## config.mk

```make
export PLATFORM = sky130hd
export DESIGN_NAME = utlb_lookup
export DESIGN_NICKNAME = d
export VERILOG_FILES = /design/src/rtl/utlb_lookup.sv
export SDC_FILE = /design/constraint.sdc
export NUM_CORES = 1
export LEC_CHECK = 0
export ABC_AREA = 1
export CORE_ASPECT_RATIO = 1.4
export CORE_MARGIN = 1.5
export CORE_UTILIZATION = 50
export DETAILED_ROUTE_END_ITERATION = 10
export PLACE_DENSITY = 0.81
export SYNTH_ARGS = -nofsm -noshare
export SYNTH_HDL_FRONTEND = slang
export SYNTH_SLANG_ARGS = --single-unit
```

## constraint.sdc

```tcl
create_clock -name clk -period 4.75 [get_ports clk]
set_input_delay 0.7125 -clock clk [delete_from_list [all_inputs] [get_ports clk]]
set_output_delay 0.7125 -clock clk [all_outputs]
set_load 0.02 [all_outputs]
```

## src/rtl/utlb_lookup.sv

```systemverilog
// utlb_lookup: fully-associative micro-TLB with JTLB refill walk and fault reporting
module utlb_lookup #(
  parameter int ENTRIES = 4,
  parameter int IDXW = 2
) (
  input  logic        clk,
  input  logic        rst,
  input  logic        tlb_en,
  input  logic [31:0] tlb_vaddr,
  input  logic        tlb_refs,
  output logic        tlb_rdy,
  output logic [31:0] tlb_paddr,
  output logic        tlb_cat,
  output logic        tlb_tlbr,
  output logic        tlb_tlbi,
  output logic        tlb_tlbm,
  input  logic [7:0]  asid,
  input  logic        flush,
  output logic        jtlb_req,
  output logic [19:0] jtlb_vpn,
  output logic [7:0]  jtlb_asid,
  input  logic        jtlb_ack,
  input  logic        jtlb_hit,
  input  logic [19:0] jtlb_pfn,
  input  logic [2:0]  jtlb_c,
  input  logic        jtlb_d,
  input  logic        jtlb_v,
  input  logic        jtlb_g
);
  typedef enum logic [1:0] {IDLE, WALK, FAULT} state_t;
  state_t state, state_nx;
  logic [ENTRIES-1:0] vld;
  logic [19:0] e_vpn [ENTRIES];
  logic [19:0] e_pfn [ENTRIES];
  logic [7:0]  e_asid [ENTRIES];
  logic [2:0]  e_c [ENTRIES];
  logic        e_g [ENTRIES];
  logic        e_d [ENTRIES];
  logic [IDXW-1:0] repl_ptr;
  logic drop, code_r;
  logic hit, h_d;
  logic [19:0] h_pfn;
  logic [2:0] h_c;
  logic miss, fill, ihit, fhit;
  // CAM match; fills never duplicate a VPN/ASID pair so the OR-merge sees at most one entry
  always_comb begin
    hit = 1'b0;
    h_d = 1'b0;
    h_pfn = '0;
    h_c = '0;
    for (int i = 0; i < ENTRIES; i++)
      if (vld[i] && e_vpn[i] == tlb_vaddr[31:12] && (e_g[i] || e_asid[i] == asid)) begin
        hit = 1'b1;
        h_d = h_d | e_d[i];
        h_pfn = h_pfn | e_pfn[i];
        h_c = h_c | e_c[i];
      end
  end
  // next state and lookup results; a flush in the ack cycle drops the walk like an earlier one
  always_comb begin
    miss = state == IDLE && tlb_en && !hit;
    fill = state == WALK && jtlb_ack && !drop && !flush && jtlb_hit && jtlb_v;
    state_nx = state == IDLE ? (miss ? WALK : IDLE) :
               state == WALK ? (!jtlb_ack ? WALK : (drop || flush || fill) ? IDLE : FAULT) : IDLE;
    ihit = state == IDLE && tlb_en && hit;
    fhit = state == FAULT && tlb_en && tlb_vaddr[31:12] == jtlb_vpn;
    tlb_rdy = ihit || fhit;
    tlb_paddr = ihit ? {h_pfn, tlb_vaddr[11:0]} : '0;
    tlb_cat = ihit && h_c == 3'd3;
    tlb_tlbm = ihit && tlb_refs && !h_d;
    tlb_tlbr = fhit && code_r;
    tlb_tlbi = fhit && !code_r;
    jtlb_req = state == WALK;
  end
  // control state, valid bits, replacement pointer and the walk request registers
  always_ff @(posedge clk) begin
    if (rst) begin
      state <= IDLE;
      vld <= '0;
      repl_ptr <= '0;
      jtlb_vpn <= '0;
      jtlb_asid <= '0;
      drop <= 1'b0;
      code_r <= 1'b0;
    end else begin
      state <= state_nx;
      vld <= flush ? '0 : fill ? vld | (ENTRIES'(1) << repl_ptr) : vld;
      if (fill) repl_ptr <= repl_ptr + IDXW'(1);
      if (miss) begin
        jtlb_vpn <= tlb_vaddr[31:12];
        jtlb_asid <= asid;
      end
      drop <= state == WALK && !jtlb_ack && (drop || flush);
      if (state == WALK && jtlb_ack) code_r <= !jtlb_hit;
    end
  end
  // entry payload; only meaningful where vld is set, so no reset needed
  always_ff @(posedge clk) begin
    if (fill) begin
      e_vpn[repl_ptr] <= jtlb_vpn;
      e_asid[repl_ptr] <= jtlb_asid;
      e_g[repl_ptr] <= jtlb_g;
      e_pfn[repl_ptr] <= jtlb_pfn;
      e_c[repl_ptr] <= jtlb_c;
      e_d[repl_ptr] <= jtlb_d;
    end
  end
endmodule

```

# After elaboration in Yosys (flattened, before gate mapping)
# Memories as Yosys holds them, arrays and structs flattened.
# Index checks and enable logic that the tools add are counted.
# totals
inputBits	73
ramBits	212
elab_cells	102
memories	6
mem_bits_ro	0
regBits	38
latch_bits	0
output_inout_bits	66
# memory_table
name	depth	width	read_ports	rd_clocked_by_memory_dff	wr	line	rtl
e_pfn	4	20	4	0	1	34	logic [19:0] e_pfn [ENTRIES];
e_vpn	4	20	4	0	1	33	logic [19:0] e_vpn [ENTRIES];
e_asid	4	8	4	0	1	35	logic [7:0] e_asid [ENTRIES];
e_c	4	3	4	0	1	36	logic [2:0] e_c [ENTRIES];
e_d	4	1	4	0	1	38	logic e_d [ENTRIES];
e_g	4	1	4	0	1	37	logic e_g [ENTRIES];
# op_classes
eq_ne	12
n_mul	0
order_cmp	0
n_shift	1
add_sub_neg	1
n_reduce_logical	41
div_mod_pow	0
mux	24
n_bitwise	10
# op_table
operator	n
20-bit == test	5
20-bit two-way mux	4
20-bit bitwise OR	3
8-bit == test	4
32-bit two-way mux	1
1-bit logical AND	25
3-bit two-way mux	4
1-bit two-way mux	11
3-bit bitwise OR	3
2-bit two-way mux	4
1-bit logical NOT	7
1-bit logical OR	7
4-bit bitwise OR	1
1-bit by 2-bit << shifter with 4-bit output (first input constant)	1
3-bit by 2-bit == test with 1-bit output (second input constant)	1
1-bit bitwise OR	3
2-bit by 1-bit adder with 2-bit output (second input constant)	1
2-bit by 1-bit == test with 1-bit output (second input constant)	1
2-bit == test (second input constant)	1
2-bit logical NOT	1
2-bit OR reduction	1

# Depth between registers and ports, before layout
# Gate-level depths: netlist of the first run.
# depth
depth_word	12
depth_mapped	16
ltp_nobuf	14

# Worst setup path after synthesis of the first run
# Ideal clock, no wire load.
# synth_path
path_type	input to output
from	input tlb_vaddr[18]
to	output tlb_cat
required_ps	4038
arrival_time_ps	2278
path_slack_ps	1760
path_buffers	2
path_stages	16
cell_sequence	buf_2 inv_2 nand2_1 nand2_1 nor2_1 nand2_1 nor2_1 nand3_1 nor2_2 nor2_1 nand2_1 nand2_2 inv_2 buf_4 nand2_1 nor2_1
# synth_between
elab_chain_cells	12
word_cells_on_any_way	26
classes_between	eq/ne: 5; mux: 8; bitwise: 3; reduce/logical: 10
# synth_lines
element	line	rtl
start, declared	9	input logic [31:0] tlb_vaddr,
20-bit == test	52	if (vld[i] && e_vpn[i] == tlb_vaddr[31:12] && (e_g[i] || e_asid[i] == asid)) begin
1-bit logical AND (2 in series)	52	
3-bit two-way mux	52	
3-bit bitwise OR	56	h_c = h_c | e_c[i];
3-bit two-way mux	52	
3-bit bitwise OR	56	
3-bit two-way mux	52	
3-bit bitwise OR	56	
3-bit two-way mux	52	
3-bit by 2-bit == test with 1-bit output	69	tlb_cat = ihit && h_c == 3'd3;
1-bit logical AND *	69	
end, declared	13	output logic tlb_cat,
# Mark *: on every way between the ends. The rest lies on a longest branch, timed or not.

# Worst setup path after layout of the first run
# layout_path
from	input tlb_vaddr[20]
to	output tlb_paddr[31]
# layout_between
elab_chain_cells	11
word_cells_on_any_way	25
classes_between	eq/ne: 4; mux: 9; bitwise: 3; reduce/logical: 9
# layout_lines
element	line	rtl
20-bit == test	52	
1-bit logical AND (2 in series)	52	
20-bit two-way mux	52	
20-bit bitwise OR	55	h_pfn = h_pfn | e_pfn[i];
20-bit two-way mux	52	
20-bit bitwise OR	55	
20-bit two-way mux	52	
20-bit bitwise OR	55	
20-bit two-way mux	52	
32-bit two-way mux *	68	tlb_paddr = ihit ? {h_pfn, tlb_vaddr[11:0]} : '0;
end, declared	12	output logic [31:0] tlb_paddr,
# Marks and branches as above.

==> metrics.csv, run 1 <==
metric,value,unit
Synth async-reset ratio,0,%
GP Congestion,1.07,
maximum clock rate,221,MHz
Non-Filler Instances,1882,
leakage,6.40,nW
via/cell ratio,5.09,
Critical Path RT,4.04,ns
register area share after synthesis,59.0,%
min Tclk post-route,4.52,ns
Pins Over Slew Limit,0,
"Top FF cell, synth",edfxtp_1,
"Area growth, synth to finish",21.8,%
cell breakdown of the critical path,clkdlybuf4s50_1 -> xnor2_1 -> nand3b_1 -> nor2_1 -> nand3_1 -> nor2_2 -> buf_4 -> buf_4 -> nand2_1 -> nand4_1 -> and2_1 -> clkdlybuf4s50_1,
residual DRC count,0,
Pwr Density,329,nW/µm²
CP max stage delay,0.60,ns
routed len/inst,18.4,µm
clk_lat worst skew,0.53,ns
CP endpoint kind,output port,
Hold WC Path Type,reg -> reg,
RSZ-0062 raised after global routing,false,
Routed Antenna Nets,0,
row cnt,67,
post-CTS setup buffer count,0,
Die Width,134,µm
vias,9577,
largest net degree at the start of global routing,55,
Die Area,25100,µm²
max_cap viols,0,
Yosys reg bits,250,
Sum Neg Setup Slack,0,ns
Worst Tran Pin Value,0.945,ns
post-CTS sizing,0,
critical path class,in -> out,
CTS Hold Bufs,0,
Synth Area per Inst,8.65,µm²
First DRT Iteration DRCs,679,
Peak supply drop,0.282,mV
core area,23800,µm²
CP max stage cell,clkdlybuf4s50_1,
Mapped Cells,1397,
Initial Util,50.8,%
First-pass DRT Iterations,6,
CP max FO,16,
first-pass GRT wire length,53.0,mm
slew margin rel.,36.9,%
final worst-path cycle share,95.1,%
H-tree depth,1,
Final Core Density,61.8,%
placed cells,1834,
ANT cells,0,
clk sink count,250,
CTS Buf Count,26,
die height,187,µm
GRT overflow,0,
Final Power,4.84,mW
Syn Nets,1474,
dpl hpwl,25.1,mm
Worst setup SP type,input pin,
drt total wl,34.7,mm
post-route clock skew,0.0103,ns
"commonest non-fill, non-tap cell in the layout",nand2_1,
Clock Path Buffers,3,
WP data arrival,3.80,ns
Post-synth EDFFs,212,
final hold violation count,0,
CTS tree,yes,
vias in the first global route,9767,
Final #Nets,1629,
Port Buf Inserts,138,
yosys warns,0,
Root Driver,clkbuf_16,
final setup violation count,0,
outcome,finished clean,
synth unique cells,30,
Global Route Usage Sum,27.8,%
Clock Pin Slew Worst Setup and Hold Paths,0.06,ns
share of cells above drive strength 1,6.49,%
I/O pins,139,
crit-path leading delay family,buffers and inverters,
"commonest cells after routing, fill and taps aside","nand2_1 (519), edfxtp_1 (212), inv_1 (191)",
WP buf/inv,4,
antenna violations before repair,0,
Synth Cell Area,12100,µm²
==> power breakdown <==
part	switching (mW)	leakage [nW]	internal (mW)
clock network	0.827	0.395	1.14
logic	0.245	3.77	0.170
registers	0.0461	2.24	2.41
==> flip-flops by register name, summed over array words and instances (netlist names), 2 cells and up <==
name	flops
vld	4
e_d	4
e_pfn	80
jtlb_asid	8
e_vpn	80
repl_ptr	2
e_c	12
state	2
jtlb_vpn	20
e_asid	32
e_g	4
==> synthesized netlist by cell type (11+ instances only) <==
cell	instances	share of area (%)
dfxtp_1	38	6.3
edfxtp_1	212	53
nand4_1	30	1.6
buf_2	25	1.0
and2_1	20	1.0
inv_2	31	0.96
nand3_1	52	2.2
xor2_1	19	1.4
a21oi_1	11	0.46
nor2_1	151	4.7
nand2_1	519	16
xnor2_1	33	2.4
inv_1	195	6.1
==> path summary, 6_finish.rpt <==
kind,startpoint,slack [ns],end,cells past startpoint
max reg2reg,state[0],2.13,e_vpn[0][10],9
min,code_r,0.48,code_r,2
min reg2reg,code_r,0.48,code_r,2
max,tlb_vaddr[20],0.23,tlb_paddr[31],12
==> per-layer routing <==
metal  up-vias  wire length (µm)  GRT usage [%]
li1       4665                 -              -
met1      4438             12600           31.0
met2       368             18000           51.0
met3       106              2050           3.52
met4         0              1950           15.1
met5         -                 0              0
==> kinds of logic after synthesis <==
kind of cell | Yosys count | synth area share, %
buf+inv | 261 | 8.52
fa+ha+maj | 4 | 0.414
simple gates | 798 | 26.9
xor+xnor | 52 | 3.77
flops | 250 | 59.0
compound gates | 32 | 1.46
==> worst register-to-register path: cells and delay by family (launching register included) <==
kind                   cells  cell delay [ns]
and+or+nand+nor            4             0.60
DFF                        1             0.35
buffers and inverters      5             1.34
==> area by class of cell <==
class	count	area (µm²)
clock inverter	15	121
inverter	226	848
fill	2043	9090
sequential	250	7130
tap	310	388
multi-input combinational	886	3940
clock buffer	33	698
timing repair buffer	162	1600
==> per-stage QoR <==
step | setup slack, ns | hold slack, ns | instance area [µm²]
final | 0.235 | 0.484 | 14700
after global routing | 0.0206 | 0.514 | 14700
after CTS | 0.228 | 0.487 | 14700
after detailed placement | 0.242 | 0.478 | 13900
after global placement | 0.243 | 0.471 | 13900
after floorplan | 1.76 | 0.448 | 12100
Power figures use the tool's default switching activity.
==> run 2: changes to the inputs <==
GPL_ROUTABILITY_DRIVEN = 0   (was not set)
SKIP_CTS_REPAIR_TIMING = 1   (was not set)
==> run 2 against run 1 <==
- largest cell class unchanged
- combinational power is 1% lower
- largest power group unchanged
- via count increased by 1.7%
- register-to-register slack improved by 0.05 ns
- cell count is 0.37% lower
- non-clock buffer count decreased by 7
- clock power is 8% higher
- die area did not move
- worst setup slack improved by 0.088 ns
==> metrics.csv, run 2 (synthesis gave the netlist of run 1 again) <==
metric,value,unit,change
post-route clock skew,0.0313,ns,+0.0210 ns
First DRT Iteration DRCs,791,,+16%
maximum clock rate,226,MHz,+2.0%
CTS tree,yes,,
CP Capture Point,tlb_cat,,
routed len/inst,17.8,µm,-3.3%
residual DRC count,0,,unchanged
Clock Path Buffers,3,,unchanged
Non-Filler Instances,1875,,-0.37%
"Area growth, synth to finish",21.8,%,about the same
outcome,finished clean,,
setup slack after layout,0.323,ns,+0.0879 ns
Sum Neg Setup Slack,0,ns,unchanged
Final Core Density,61.9,%,about the same
"commonest non-fill, non-tap cell in the layout",nand2_1,,
Routed Antenna Nets,0,,unchanged
Final Power,5.00,mW,+3.2%
Worst setup SP type,input pin,,
worst setup path start,tlb_vaddr[20],,
FF-to-FF path depth,13,,+4
Pins Over Slew Limit,0,,unchanged
Clock Pin Slew Worst Setup and Hold Paths,0.06,ns,about the same
crit-path leading delay family,buffers and inverters,,
Placed Area,13800,µm²,-0.59%
I/O pins,139,,unchanged
final hold violation count,0,,unchanged
worst reg-to-reg setup slack,2.18,ns,+0.05 ns
worst reg2reg startpoint,e_vpn[0][17],,
crit-path most repeated cell,nand2_1,,
slew margin rel.,35.6,%,-1.2 points
WP data arrival,3.71,ns,-0.09 ns
placed cells,1827,,-0.38%
fill count,1982,,-3.0%
antenna violations before repair,0,,unchanged
Post-Place Worst Slack,0.360,ns,+0.118 ns
Root Driver,clkbuf_16,,
Port Buf Inserts,138,,unchanged
via/cell ratio,5.20,,+2.1%
final setup violation count,0,,unchanged
multi-input logic area,3940,µm²,-0.13%
drt total wl,33.4,mm,-3.7%
share of cells above drive strength 1,6.58,%,+0.093 points
Global Route Usage Sum,26.7,%,-1.1 points
largest net degree at the start of global routing,45,,-18%
design area,14700,µm²,about the same
final worst-path cycle share,93.2,%,-1.9 points
ANT cells,0,,unchanged
Critical Path RT,4.04,ns,about the same
dpl hpwl,23.3,mm,-7.1%
Critical R2R Capture,jtlb_vpn[17],,
critical path depth in cells,14,,+2
CTS Buf Count,26,,unchanged
Die Width,134,µm,unchanged
first-pass GRT wire length,51.3,mm,-3.2%
leakage,6.39,nW,-0.19%
min Tclk post-route,4.43,ns,-0.0879 ns
Worst Tran Pin Value,0.956,ns,+0.0109 ns
die height,187,µm,unchanged
row cnt,67,,unchanged
First-pass DRT Iterations,8,,+2
Initial Util,50.8,%,unchanged
Final #Nets,1622,,-0.43%
Pwr Density,339,nW/µm²,+3.2%
core area,23800,µm²,unchanged
Peak supply drop,0.322,mV,+14%
CP max stage cell,clkdlybuf4s50_1,,
Die Area,25100,µm²,unchanged
GRT overflow,0,,unchanged
CP endpoint kind,output port,,
CP max stage delay,0.60,ns,about the same
largest registers,"e_pfn x80, e_vpn x80, e_asid x32",,
vias,9744,,+1.7%
clk_lat worst skew,0.55,ns,+0.02 ns
CP max FO,24,,+8
Hold WC Path Type,reg -> reg,,
H-tree depth,1,,unchanged
"commonest cells after routing, fill and taps aside","nand2_1 (519), edfxtp_1 (212), inv_1 (191)",,
RSZ-0062 raised after global routing,false,,
clk sink count,250,,unchanged
cell breakdown of the critical path,clkdlybuf4s50_1 -> xnor2_1 -> nand3b_1 -> nor2_1 -> nand3_1 -> nor2_2 -> buf_4 -> nand2_1 -> nand2_1 -> inv_1 -> nand2_1 -> nand2_1 -> nor2_1 -> clkdlybuf4s50_1,,
vias in the first global route,9819,,+0.53%
Register Area,7130,µm²,unchanged
WP buf/inv,4,,unchanged
max_cap viols,0,,unchanged
critical path class,in -> out,,
Fin Hold WS,0.486,ns,+0.00253 ns
==> run 2: layout make-up <==
class | count | share of cell area (%)
well taps | 310 | 2.63
repair buffers | 155 | 10.3
flip-flops and latches | 250 | 48.4
multi-input cells | 886 | 26.7
inverters | 226 | 5.76
clock inverters | 18 | 1.49
clock buffers | 30 | 4.66
==> run 2: routing by layer <==
metal  vias to the layer above  share of wire, %  track usage, %
met5                         -                 0               0
met2                       486                51            47.3
met4                         0               6.5            17.3
li1                       4660                 -               -
met3                       154               7.8            4.66
met1                      4444                35            29.2
==> run 2: report_power, final <==
| part | internal, mW | switching [mW] | leakage, nW |
|---|---|---|---|
| clock | 1.26 | 0.868 | 0.427 |
| combinational | 0.168 | 0.243 | 3.73 |
| sequential | 2.41 | 0.0442 | 2.24 |
==> run 2: tightest hold or removal path: stages (launching register included) <==
cell,delay [ns]
dfxtp_1,0.31
inv_1,0.06
a211oi_1,0.07
==> run 2: how the worst min path moves through the flow <==
stage / from / depth (start not counted) / end
2_1_floorplan: vld[0] / 2 / vld[0]
3_3_place_gp: code_r / 2 / code_r
3_5_place_dp: code_r / 2 / code_r
4_1_cts: code_r / 2 / code_r
5_1_grt: code_r / 2 / code_r
6_report: code_r / 2 / code_r
